### src/rtl/digi_scan.sv
// ============================================================================
//  Module      : digi_scan
//  Description : Four-digit multiplexed 7-segment scanner with frame-aligned
//                double buffering and optional leading-zero blanking.
//  Revision    : 1.0  initial release
// ============================================================================
`default_nettype none

module digi_scan #(
    parameter int SCAN_DIV = 100000
) (
    input  logic        clk,
    input  logic        reset,
    input  logic        wr_en,
    input  logic [15:0] wr_data,
    input  logic        blank_en,
    output logic [11:0] digi,
    output logic        frame_done
);

    localparam int CNT_W = (SCAN_DIV > 1) ? $clog2(SCAN_DIV) : 1;
    localparam logic [CNT_W-1:0] CNT_LAST = CNT_W'(SCAN_DIV - 1);

    localparam logic [1:0] DIGIT_0 = 2'd0;
    localparam logic [1:0] DIGIT_3 = 2'd3;

    localparam logic [11:0] DIGI_RESET = 12'hEC0;
    localparam logic [11:0] DIGI_BLANK = 12'hFFF;

    logic [CNT_W-1:0] div_cnt;
    logic [1:0]       digit_idx;
    logic [15:0]      pending;
    logic             pending_valid;
    logic [15:0]      shadow;

    logic             slot_end;
    logic             frame_end;
    logic [1:0]       digit_nxt;
    logic [15:0]      shadow_nxt;
    logic [3:0]       nibble_nxt;
    logic             blank_nxt;
    logic [11:0]      digi_nxt;

    // Active-low segment pattern, bit order gfedcba.
    function automatic logic [6:0] seg_of(input logic [3:0] n);
        logic [6:0] s;
        case (n)
            4'h0:    s = 7'h40;
            4'h1:    s = 7'h79;
            4'h2:    s = 7'h24;
            4'h3:    s = 7'h30;
            4'h4:    s = 7'h19;
            4'h5:    s = 7'h12;
            4'h6:    s = 7'h02;
            4'h7:    s = 7'h78;
            4'h8:    s = 7'h00;
            4'h9:    s = 7'h10;
            4'hA:    s = 7'h08;
            4'hB:    s = 7'h03;
            4'hC:    s = 7'h46;
            4'hD:    s = 7'h21;
            4'hE:    s = 7'h06;
            default: s = 7'h0E;
        endcase
        return s;
    endfunction

    assign slot_end  = (div_cnt == CNT_LAST);
    assign frame_end = slot_end && (digit_idx == DIGIT_3);
    assign digit_nxt = slot_end ? digit_idx + 2'd1 : digit_idx;

    // A write landing on the boundary edge bypasses pending and wins.
    always_comb begin
        shadow_nxt = shadow;
        if (frame_end) begin
            if (wr_en) begin
                shadow_nxt = wr_data;
            end else if (pending_valid) begin
                shadow_nxt = pending;
            end
        end
    end

    // Output is encoded from next-state values so it moves with the index.
    always_comb begin
        nibble_nxt = shadow_nxt[3:0];
        blank_nxt  = 1'b0;
        case (digit_nxt)
            2'd0: begin
                nibble_nxt = shadow_nxt[3:0];
                blank_nxt  = 1'b0;
            end
            2'd1: begin
                nibble_nxt = shadow_nxt[7:4];
                blank_nxt  = blank_en && (shadow_nxt[15:4] == 12'h000);
            end
            2'd2: begin
                nibble_nxt = shadow_nxt[11:8];
                blank_nxt  = blank_en && (shadow_nxt[15:8] == 8'h00);
            end
            default: begin
                nibble_nxt = shadow_nxt[15:12];
                blank_nxt  = blank_en && (shadow_nxt[15:12] == 4'h0);
            end
        endcase

        if (blank_nxt) begin
            digi_nxt = DIGI_BLANK;
        end else begin
            digi_nxt = {~(4'b0001 << digit_nxt), 1'b1, seg_of(nibble_nxt)};
        end
    end

    always_ff @(posedge clk or negedge reset) begin
        if (!reset) begin
            div_cnt <= '0;
        end else if (slot_end) begin
            div_cnt <= '0;
        end else begin
            div_cnt <= div_cnt + CNT_W'(1);
        end
    end

    always_ff @(posedge clk or negedge reset) begin
        if (!reset) begin
            digit_idx     <= DIGIT_0;
            shadow        <= 16'h0000;
            pending       <= 16'h0000;
            pending_valid <= 1'b0;
        end else begin
            digit_idx <= digit_nxt;
            shadow    <= shadow_nxt;
            if (wr_en) begin
                pending <= wr_data;
            end
            if (frame_end) begin
                pending_valid <= 1'b0;
            end else if (wr_en) begin
                pending_valid <= 1'b1;
            end
        end
    end

    always_ff @(posedge clk or negedge reset) begin
        if (!reset) begin
            digi       <= DIGI_RESET;
            frame_done <= 1'b0;
        end else begin
            digi       <= digi_nxt;
            frame_done <= frame_end;
        end
    end

endmodule

`default_nettype wire

### config.mk
export PLATFORM = sky130hd
export DESIGN_NAME = digi_scan
export DESIGN_NICKNAME = d
export VERILOG_FILES = /design/src/rtl/digi_scan.sv
export SDC_FILE = /design/constraint.sdc
export NUM_CORES = 1
export LEC_CHECK = 0
export ABC_AREA = 0
export BUFFER_PORTS_ARGS = -buffer_cell sky130_fd_sc_hd__buf_2
export CORE_ASPECT_RATIO = 2
export CORE_UTILIZATION = 40
export DETAILED_ROUTE_END_ITERATION = 8
export PLACE_DENSITY = 0.59
export SYNTH_ARGS = -nofsm -noshare
export SYNTH_HDL_FRONTEND = slang
export SYNTH_SLANG_ARGS = --single-unit
### constraint.sdc
create_clock -name clk -period 4.2 [get_ports clk]
set_input_delay 0.42 -clock clk [delete_from_list [all_inputs] [get_ports clk]]
set_output_delay 0.42 -clock clk [all_outputs]
set_load 0.05 [all_outputs]
== Word-level counts from Yosys, hierarchy flattened ==
Memory sizes are Yosys's and may differ from the RTL's.
Index checks and enable logic that the tools add are counted.

* Input port bits: 20
* Word-level logic and storage cells: 35
* Output and inout port bits: 13
* Memories: 1
* Bits in registers: 65
* Memory bits (read-only): 112

* Eq/ne operators: 4
* Mux-type cells: 10
* Shift operators: 1
* Bitwise gates (word level): 1
* Add/sub/neg operators: 2
* Reduce and logical (&&, ||, !) cells: 9

{| class="wikitable"
|+ Memory list
! name !! words !! bits a word !! rd ports !! clocked after Yosys merged registers in !! write ports !! line !! source
|-
| (name not given) || 16 || 7 || 1 || 0 || 0 || 47 || <nowiki>case (n)</nowiki>
|}

{| class="wikitable"
|+ Operator list
! operator !! count
|-
| two-way mux 16 bit || 3
|-
| adder 17 x 1 -> 17 bit (second input constant) || 1
|-
| == test 17 bit (second input constant) || 1
|-
| two-way mux 17 bit || 1
|-
| zero test 12 bit || 1
|-
| two-way mux 12 bit || 1
|-
| case mux 4 bit (3 select lines) || 1
|-
| zero test 8 bit || 1
|-
| == test 2 bit (second input constant) || 2
|-
| logical AND 1 bit || 4
|-
| zero test 4 bit || 1
|-
| NOT 4 bit || 1
|-
| left shift 1 x 2 -> 4 bit (first input constant) || 1
|-
| case mux 1 bit (3 select lines) || 1
|-
| adder 2 x 1 -> 2 bit (second input constant) || 1
|-
| == test 2 x 1 -> 1 bit (second input constant) || 1
|-
| zero test 2 bit || 1
|-
| two-way mux 1 bit || 2
|-
| two-way mux 2 bit || 1
|-
| nonzero test 2 bit || 1
|}

== Depth between registers and ports, before layout ==
Gate-level depths: netlist of run 1.

* Depth after elaboration: 7
* Mapped depth: 17

== Worst setup path after synthesis of run 1 ==
OpenSTA, ideal clock, no wires.

* Path kind: reg2reg
* From: register div_cnt[0]
* To: register digi[3]
* Path buffers: 3
* Setup slack: 0.698 ns
* Clock period less this slack: 3.502 ns
* Cell stages (with the launch flop): 17
* Arrival time: 3.355 ns
* Required time: 4.053 ns
* Library setup time: 0.147 ns
* Cells stage by stage: dfrtp_1 > ha_1 > and4_1 > buf_6 > and4_1 > buf_6 > xnor2_1 > inv_1 > ha_1 > clkdlybuf4s25_2 > a2111o_1 > nand2_1 > inv_1 > ha_1 > mux2_2 > mux2i_1 > nand2_1

* Elaborated cells between the ends (all ways): 17

{| class="wikitable"
|+ RTL lines
! what !! line !! source
|-
| start, declared || 30 || <nowiki>logic [CNT_W-1:0] div_cnt;</nowiki>
|-
| start signal, assigned || 120 || <nowiki>div_cnt <= div_cnt + CNT_W'(1);</nowiki>
|-
| == test 17 bit * || 68 || <nowiki>assign slot_end = (div_cnt == CNT_LAST);</nowiki>
|-
| two-way mux 2 bit * || 70 || <nowiki>assign digit_nxt = slot_end ? digit_idx + 2'd1 : digit_idx;</nowiki>
|-
| named net digit_nxt[0] || 38 || <nowiki>logic [1:0] digit_nxt;</nowiki>
|-
| == test 2 bit, or another cell as far along || 88 || <nowiki>case (digit_nxt)</nowiki>
|-
| case mux 4 bit (3 select lines) || 88 ||
|-
| memory (16 x 7 bit) || n/a ||
|-
| two-way mux 12 bit * || 107 || <nowiki>if (blank_nxt) begin</nowiki>
|-
| named net digi_nxt[3] || 42 || <nowiki>logic [11:0] digi_nxt;</nowiki>
|-
| end signal, assigned || 149 || <nowiki>digi <= digi_nxt;</nowiki>
|-
| end, declared || 17 || <nowiki>output logic [11:0] digi,</nowiki>
|}

Mark *: on every way through the listed nets, which the timed path passes. The rest lies on a longest branch.
A chain may end at the register's enable or synchronous reset.

== Worst setup path in the final report of run 1 ==
Ends and elaborated chain as after synthesis.

==> results of run 1 <==
-- worst max-delay path: stages, from the launching register on --
cell and delay (ns):
dfrtp_1 0.38, ha_1 0.21, and4_1 0.34, nand4_1 0.30, mux2i_1 0.41, inv_1 0.16, ha_1 0.32, and2_4 0.18
a2111o_1 0.42, nand2_1 0.15, inv_1 0.08, ha_1 0.24, mux2_2 0.28, mux2i_1 0.13, nand2_1 0.06
-- per-layer routing --
metal  vias up  GRT usage [%]  share of wire (%)
li1       1089              -                  -
met3        16           4.52                2.5
met2        32           35.1                 57
met4         0           10.7                3.5
met5         -              0                  0
met1      1155           18.9                 37
-- registers in the layout (all words and copies together), names as in the netlist --
signal         cells
frame_done         1
shadow            16
div_cnt           17
digi              11
pending           16
digit_idx          2
pending_valid      1
-- path summary, 6_finish.rpt --
| path | start | end | cells after the start |
|---|---|---|---|
| max | div_cnt[0]$_DFF_PN0_ | digi[3]$_DFF_PN0_ | 14 |
| min | reset | div_cnt[6]$_DFF_PN0_ | 1 |
| max reg2reg | div_cnt[0]$_DFF_PN0_ | digi[3]$_DFF_PN0_ | 14 |
| min reg2reg | pending[3]$_DFFE_PN0P_ | pending[3]$_DFFE_PN0P_ | 2 |
| max in group asynchronous | reset | digi[6]$_DFF_PN1_ | 2 |
| min in group clk | wr_data[3] | pending[3]$_DFFE_PN0P_ | 3 |
-- final cells by class --
type,count,area (um2)
sequential,64,1610
inverter,17,63.8
tap,96,120
timing repair buffer,34,178
multi-input combinational,196,1460
clock buffer,16,272
fill,750,4180
-- cell families (layout without fill, tap and decap cells) --
kind of cell	after synthesis	count (layout)	synth area share, %
AO/OA/AOI/OAI	55	55	13.5
flip-flops	64	64	49.9
AND/OR/NAND/NOR	91	91	15.7
XOR/XNOR	15	15	4.08
adder cells (fa/ha/maj)	12	12	4.66
multiplexers	22	22	7.34
buffers and inverters	28	67	4.70
other	1	1	0.116
-- where the power goes --
part	total [mW]	leakage (nW)	switching [mW]	internal [mW]
Combinational	0.0598	0.785	0.0360	0.0237
Sequential	0.639	0.816	0.00498	0.634
Clock	0.680	0.131	0.248	0.432
Total	1.38	1.73	0.289	1.09
-- layout by cell type (no fill, tap or decap), drive strengths merged, types with 6 or more instances in the layout --
cell type / n
dfrtp: 60
buf: 34
nand2: 22
nor2: 20
inv: 17
clkbuf: 16
nand3: 14
mux2: 13
ha: 12
o21ai: 9
mux2i: 9
xnor2: 9
a21oi: 7
xor2: 6
-- metrics by stage --
stage / util (%) / hold WS (ns) / setup WS (ns) / total power [mW] / instances
after detailed placement: 43.5 / 0.477 / 0.412 / 0.712 / 407
after floorplan: - / 0.124 / 0.698 / 0.679 / 288
final: 47.0 / 0.194 / 0.392 / 1.38 / 423
after global placement: 43.5 / 0.466 / 0.614 / 0.709 / 407
after CTS: 47.0 / 0.228 / 0.404 / 1.40 / 423
after global routing: 47.0 / 0.264 / 0.0626 / 1.43 / 423
==> run_results.csv, run 1 <==
group,metric,value,unit
clock_tree,clk_path_buf_depth,2,
worst_hold_path,hold_class,"input port to async pin",
yosys,netlist.area_leader.share,46.6,%
clock_tree,clkTransAtPathRegs,0.05,ns
cells_and_area,fin_area,3700,um2
clock_tree,h-tree-depth,3,
cells_and_area,drive_gt1_share,24.2,%
setup_path,arrival,3.99,ns
yosys,synth.distinct_cells,65,
place,placed_area,3430,um2
sta,tightest_slew,0.828,ns
yosys,synth-seq-cells,64,
setup_path,worstPathRequired,4.38,ns
setup_path,worst-r2r-setup-slack,0.39,ns
floorplan,initial_core_util,40.9,%
yosys,syn_area,3220,um2
floorplan,die_h,129,um
sta,rsz0062_at_grt,"no",
clock_tree,cts.sinks,64,
floorplan,io_pins,33,
floorplan,num_rows,46,
sta,timing.fmax,0.263,GHz
floorplan,die_width,65.5,um
sta,final_max_slew_viol_count,0,
clock_tree,ctsHoldBuffers,0,
yosys,ys.flop_type,"dfrtp_1",
clock_tree,cts_resized,0,
cells_and_area,syn_to_final_growth,15.0,%
clock_tree,cts_setup_buffers,0,
yosys,syn_inst,288,
sta,maxSlewHeadroom,44.8,%
global_route,grt.overflow.total,0,
power_and_ir_drop,ir_worst_vdd,0.240,mV
yosys,async_reset_ff_share,100,%
yosys,synth-edff-count,0,
place,finalWeightedCongestion,0.814,
global_route,antenna_found_initial,0,
setup_path,path_max_fanout,9,
yosys,syn-num-nets,320,
cells_and_area,antennaDiodeCount,0,
job,drv_cap,0,
place,dpl.hpwl,5510,um
yosys,yosys-top-cells-count,"dfrtp_1, nand2_1, nor2_1",
global_route,grt_pass1_vias,2425,
global_route,grt_pass1_wl,11800,um
floorplan,coreArea,7890,um2
sta,skew,0.00585,ns
power_and_ir_drop,leakagePower,1.73,nW
routing,routedWlPerCell,17.1,um
yosys,yosysTopAreaCell,"dfrtp_1",
yosys,ys_seq_area_share,49.9,%
sta,finalSetupTns,0,ns
routing,dr.pass1.iters,4,
setup_path,startpoint_type,"flip-flop",
yosys,synth.avg_cell_area,11.2,um2
yosys,synth.most_common_cell,"dfrtp_1",
clock_tree,tritoncts,"built",
global_route,grt_max_degree,39,
sta,period_share,90.7,%
sta,finalCriticalPeriod,3.81,ns
floorplan,die_area,8440,um2
routing,initialDrtViolationCount,128,
setup_path,end_kind,"flip-flop",
routing,num_vias,2292,
sta,finalHoldViolCount,0,
outcome,status,"completed",
clock_tree,cts_buffers,9,
global_route,grt_use_total,19.1,%
routing,antenna_left,0,
place,io_buffers,31,
clock_tree,cts_root_buf,"clkbuf_16",
setup_path,crit_type,"flip-flop to flip-flop",
cells_and_area,fin_nets,354,
yosys,synth_top_cells_by_area,"dfrtp_1, ha_1, mux2_2",
routing,routed_wl,7220,um
clock_tree,clk_latency,0.33,ns
yosys,synth_warnings,0,
routing,drc,0,
routing,avgViaCountPerCell,5.42,
sta,finalSetupViolations,0,
power_and_ir_drop,power_per_cell_area,372,nW/um2
Note: power is estimated with default switching activity, not from simulation.
==> run 2, diff against run 1 <==
Settings changed: CELL_PAD_IN_SITES_DETAIL_PLACEMENT from default to 2, CELL_PAD_IN_SITES_GLOBAL_PLACEMENT from default to 2, CORE_UTILIZATION 40 to 39, PLACE_DENSITY 0.59 to 0.8.
==> run 2 against run 1 <==
Net effect: worst setup slack improved by 0.053 ns; final cell count rose by 0.24%; final area rose by 0.88%; global-route usage rose by 4.5 points; die area rose by 2.5%; combinational power rose by 1%; wire length rose by 23%; largest power group unchanged; clock power rose by 4.1%; non-clock buffer count rose by 1; core utilization rose by 0.069 points.
==> run_results.csv, run 2 (synthesis gave the netlist of run 1 again) <==
group,metric,value,unit
floorplan,die_area,8650,um2
global_route,grt_use_total,23.6,%
sta,timing.fmax,0.266,GHz
global_route,grt_pass1_vias,2777,
cells_and_area,largest_register_ffs,17,
cells_and_area,fin_nets,355,
sta,maxSlewHeadroom,51.3,%
cells_and_area,drive_gt1_share,26.5,%
setup_path,crit_type,"flip-flop to flip-flop",
clock_tree,h-tree-depth,3,
cells_and_area,final_cell_mix,"dfrtp_1, buf_2, nand2_1",
sta,skew,0.00479,ns
cells_and_area,instances_no_fill,424,
power_and_ir_drop,ir_worst_vdd,0.221,mV
clock_tree,clkTransAtPathRegs,0.05,ns
setup_path,worst-r2r-setup-slack,0.45,ns
place,dp_slack,0.305,ns
floorplan,initial_core_util,40.6,%
setup_path,path_max_fanout,9,
cells_and_area,regArea,1610,um2
clock_tree,clk_path_buf_depth,2,
sta,fin_ws,0.445,ns
clock_tree,clk_latency,0.34,ns
cells_and_area,fillers,853,
global_route,grt_pass1_wl,14600,um
sta,finalSetupViolations,0,
routing,routed_wl,8890,um
cells_and_area,antennaDiodeCount,0,
floorplan,die_h,131,um
sta,finalHoldViolCount,0,
setup_path,reg2reg_to,"digi[3]$_DFF_PN0_",
global_route,met3_usage,4.69,%
floorplan,io_pins,33,
cells_and_area,multi_input_area,1480,um2
setup_path,rr_startpoint,"div_cnt[0]$_DFF_PN0_",
cells_and_area,fin_util,47.0,%
sta,finalCriticalPeriod,3.75,ns
floorplan,die_width,66.3,um
cells_and_area,fin_area,3740,um2
global_route,grt-busiest-layer,"met2",
setup_path,endpoint,"digi[3]$_DFF_PN0_",
sta,period_share,89.4,%
routing,antenna_left,0,
place,dp_cells,407,
routing,routedWlPerCell,21.0,um
place,dpl.hpwl,6720,um
floorplan,coreArea,7940,um2
global_route,antenna_found_initial,0,
sta,final_max_slew_viol_count,0,
place,io_buffers,31,
sta,hold_ws,0.138,ns
clock_tree,cts.sinks,64,
clock_tree,cts_buffers,9,
sta,tightest_slew,0.730,ns
global_route,grt.overflow.total,0,
global_route,met2_usage,45.3,%
routing,drc,0,
routing,avgViaCountPerCell,5.59,
setup_path,arrival,3.97,ns
setup_path,startpoint_type,"flip-flop",
routing,dr.pass1.iters,4,
place,placed_area,3430,um2
setup_path,end_kind,"flip-flop",
power_and_ir_drop,leakagePower,1.75,nW
setup_path,worstPathRequired,4.42,ns
worst_hold_path,hold_class,"input port to async pin",
outcome,status,"completed",
job,drv_cap,0,
clock_tree,cts_root_buf,"clkbuf_16",
setup_path,reg2reg_depth,12,
sta,finalSetupTns,0,ns
setup_path,cp-startpoint,"div_cnt[0]$_DFF_PN0_",
global_route,met1_usage,22.8,%
power_and_ir_drop,power_per_cell_area,377,nW/um2
power_and_ir_drop,finalPower,1.41,mW
cells_and_area,layout_commonest_cell,"dfrtp_1",
sta,rsz0062_at_grt,"no",
place,finalWeightedCongestion,0.773,
floorplan,num_rows,46,
cells_and_area,reg_top3,"div_cnt (17), pending (16), shadow (16)",
global_route,grt_max_degree,34,
routing,initialDrtViolationCount,107,
cells_and_area,syn_to_final_growth,16.0,%
routing,num_vias,2370,
cells_and_area,regMostFlops,"div_cnt",
clock_tree,tritoncts,"built",
[run 2: per-layer routing]
layer | vias up | routed length (um)
met4 | 0 | 299
li1 | 1093 | -
met1 | 1220 | 3070
met5 | - | 0
met2 | 37 | 5340
met3 | 20 | 174
[run 2: worst min-delay path by stage]
stage,from,depth (start not counted),endpoint
5_1_grt,reset,1,div_cnt[4]$_DFF_PN0_
2_1_floorplan,reset,0,digi[0]$_DFF_PN0_
3_5_place_dp,pending[3]$_DFFE_PN0P_,2,pending[3]$_DFFE_PN0P_
6_report,reset,1,div_cnt[4]$_DFF_PN0_
4_1_cts,reset,1,div_cnt[4]$_DFF_PN0_
3_3_place_gp,div_cnt[0]$_DFF_PN0_,1,div_cnt[0]$_DFF_PN0_
[run 2: timing repair]
item / 4_1_cts / 5_1_grt
endpoints found under the setup margin: 0 / 1
gates resized for setup: 0 / 3
buffers inserted: 0 / 1
hold buffers: 0 / 0
[run 2: worst max-delay path: stages (launching register included)]
cell	delay (ns)
dfrtp_1	0.39
ha_1	0.23
and4_1	0.37
and4_2	0.42
xnor2_1	0.25
inv_1	0.19
ha_1	0.35
a22oi_1	0.45
inv_1	0.17
ha_1	0.31
mux2_2	0.28
mux2i_1	0.13
nand2_1	0.08
[run 2: report_power, final]
part / internal, mW / leakage [nW] / total (mW) / switching [mW]
Clock: 0.444 / 0.145 / 0.708 / 0.264
Combinational: 0.0237 / 0.784 / 0.0606 / 0.0369
Sequential: 0.634 / 0.816 / 0.639 / 0.00526
[run 2: area by class of cell]
class	instances	area share, %
repair buffers	35	4.96
clock inverters	3	0.402
multi-input cells	196	39.5
inverters	17	1.71
clock buffers	13	7.23
flip-flops and latches	64	43.0
well taps	96	3.22
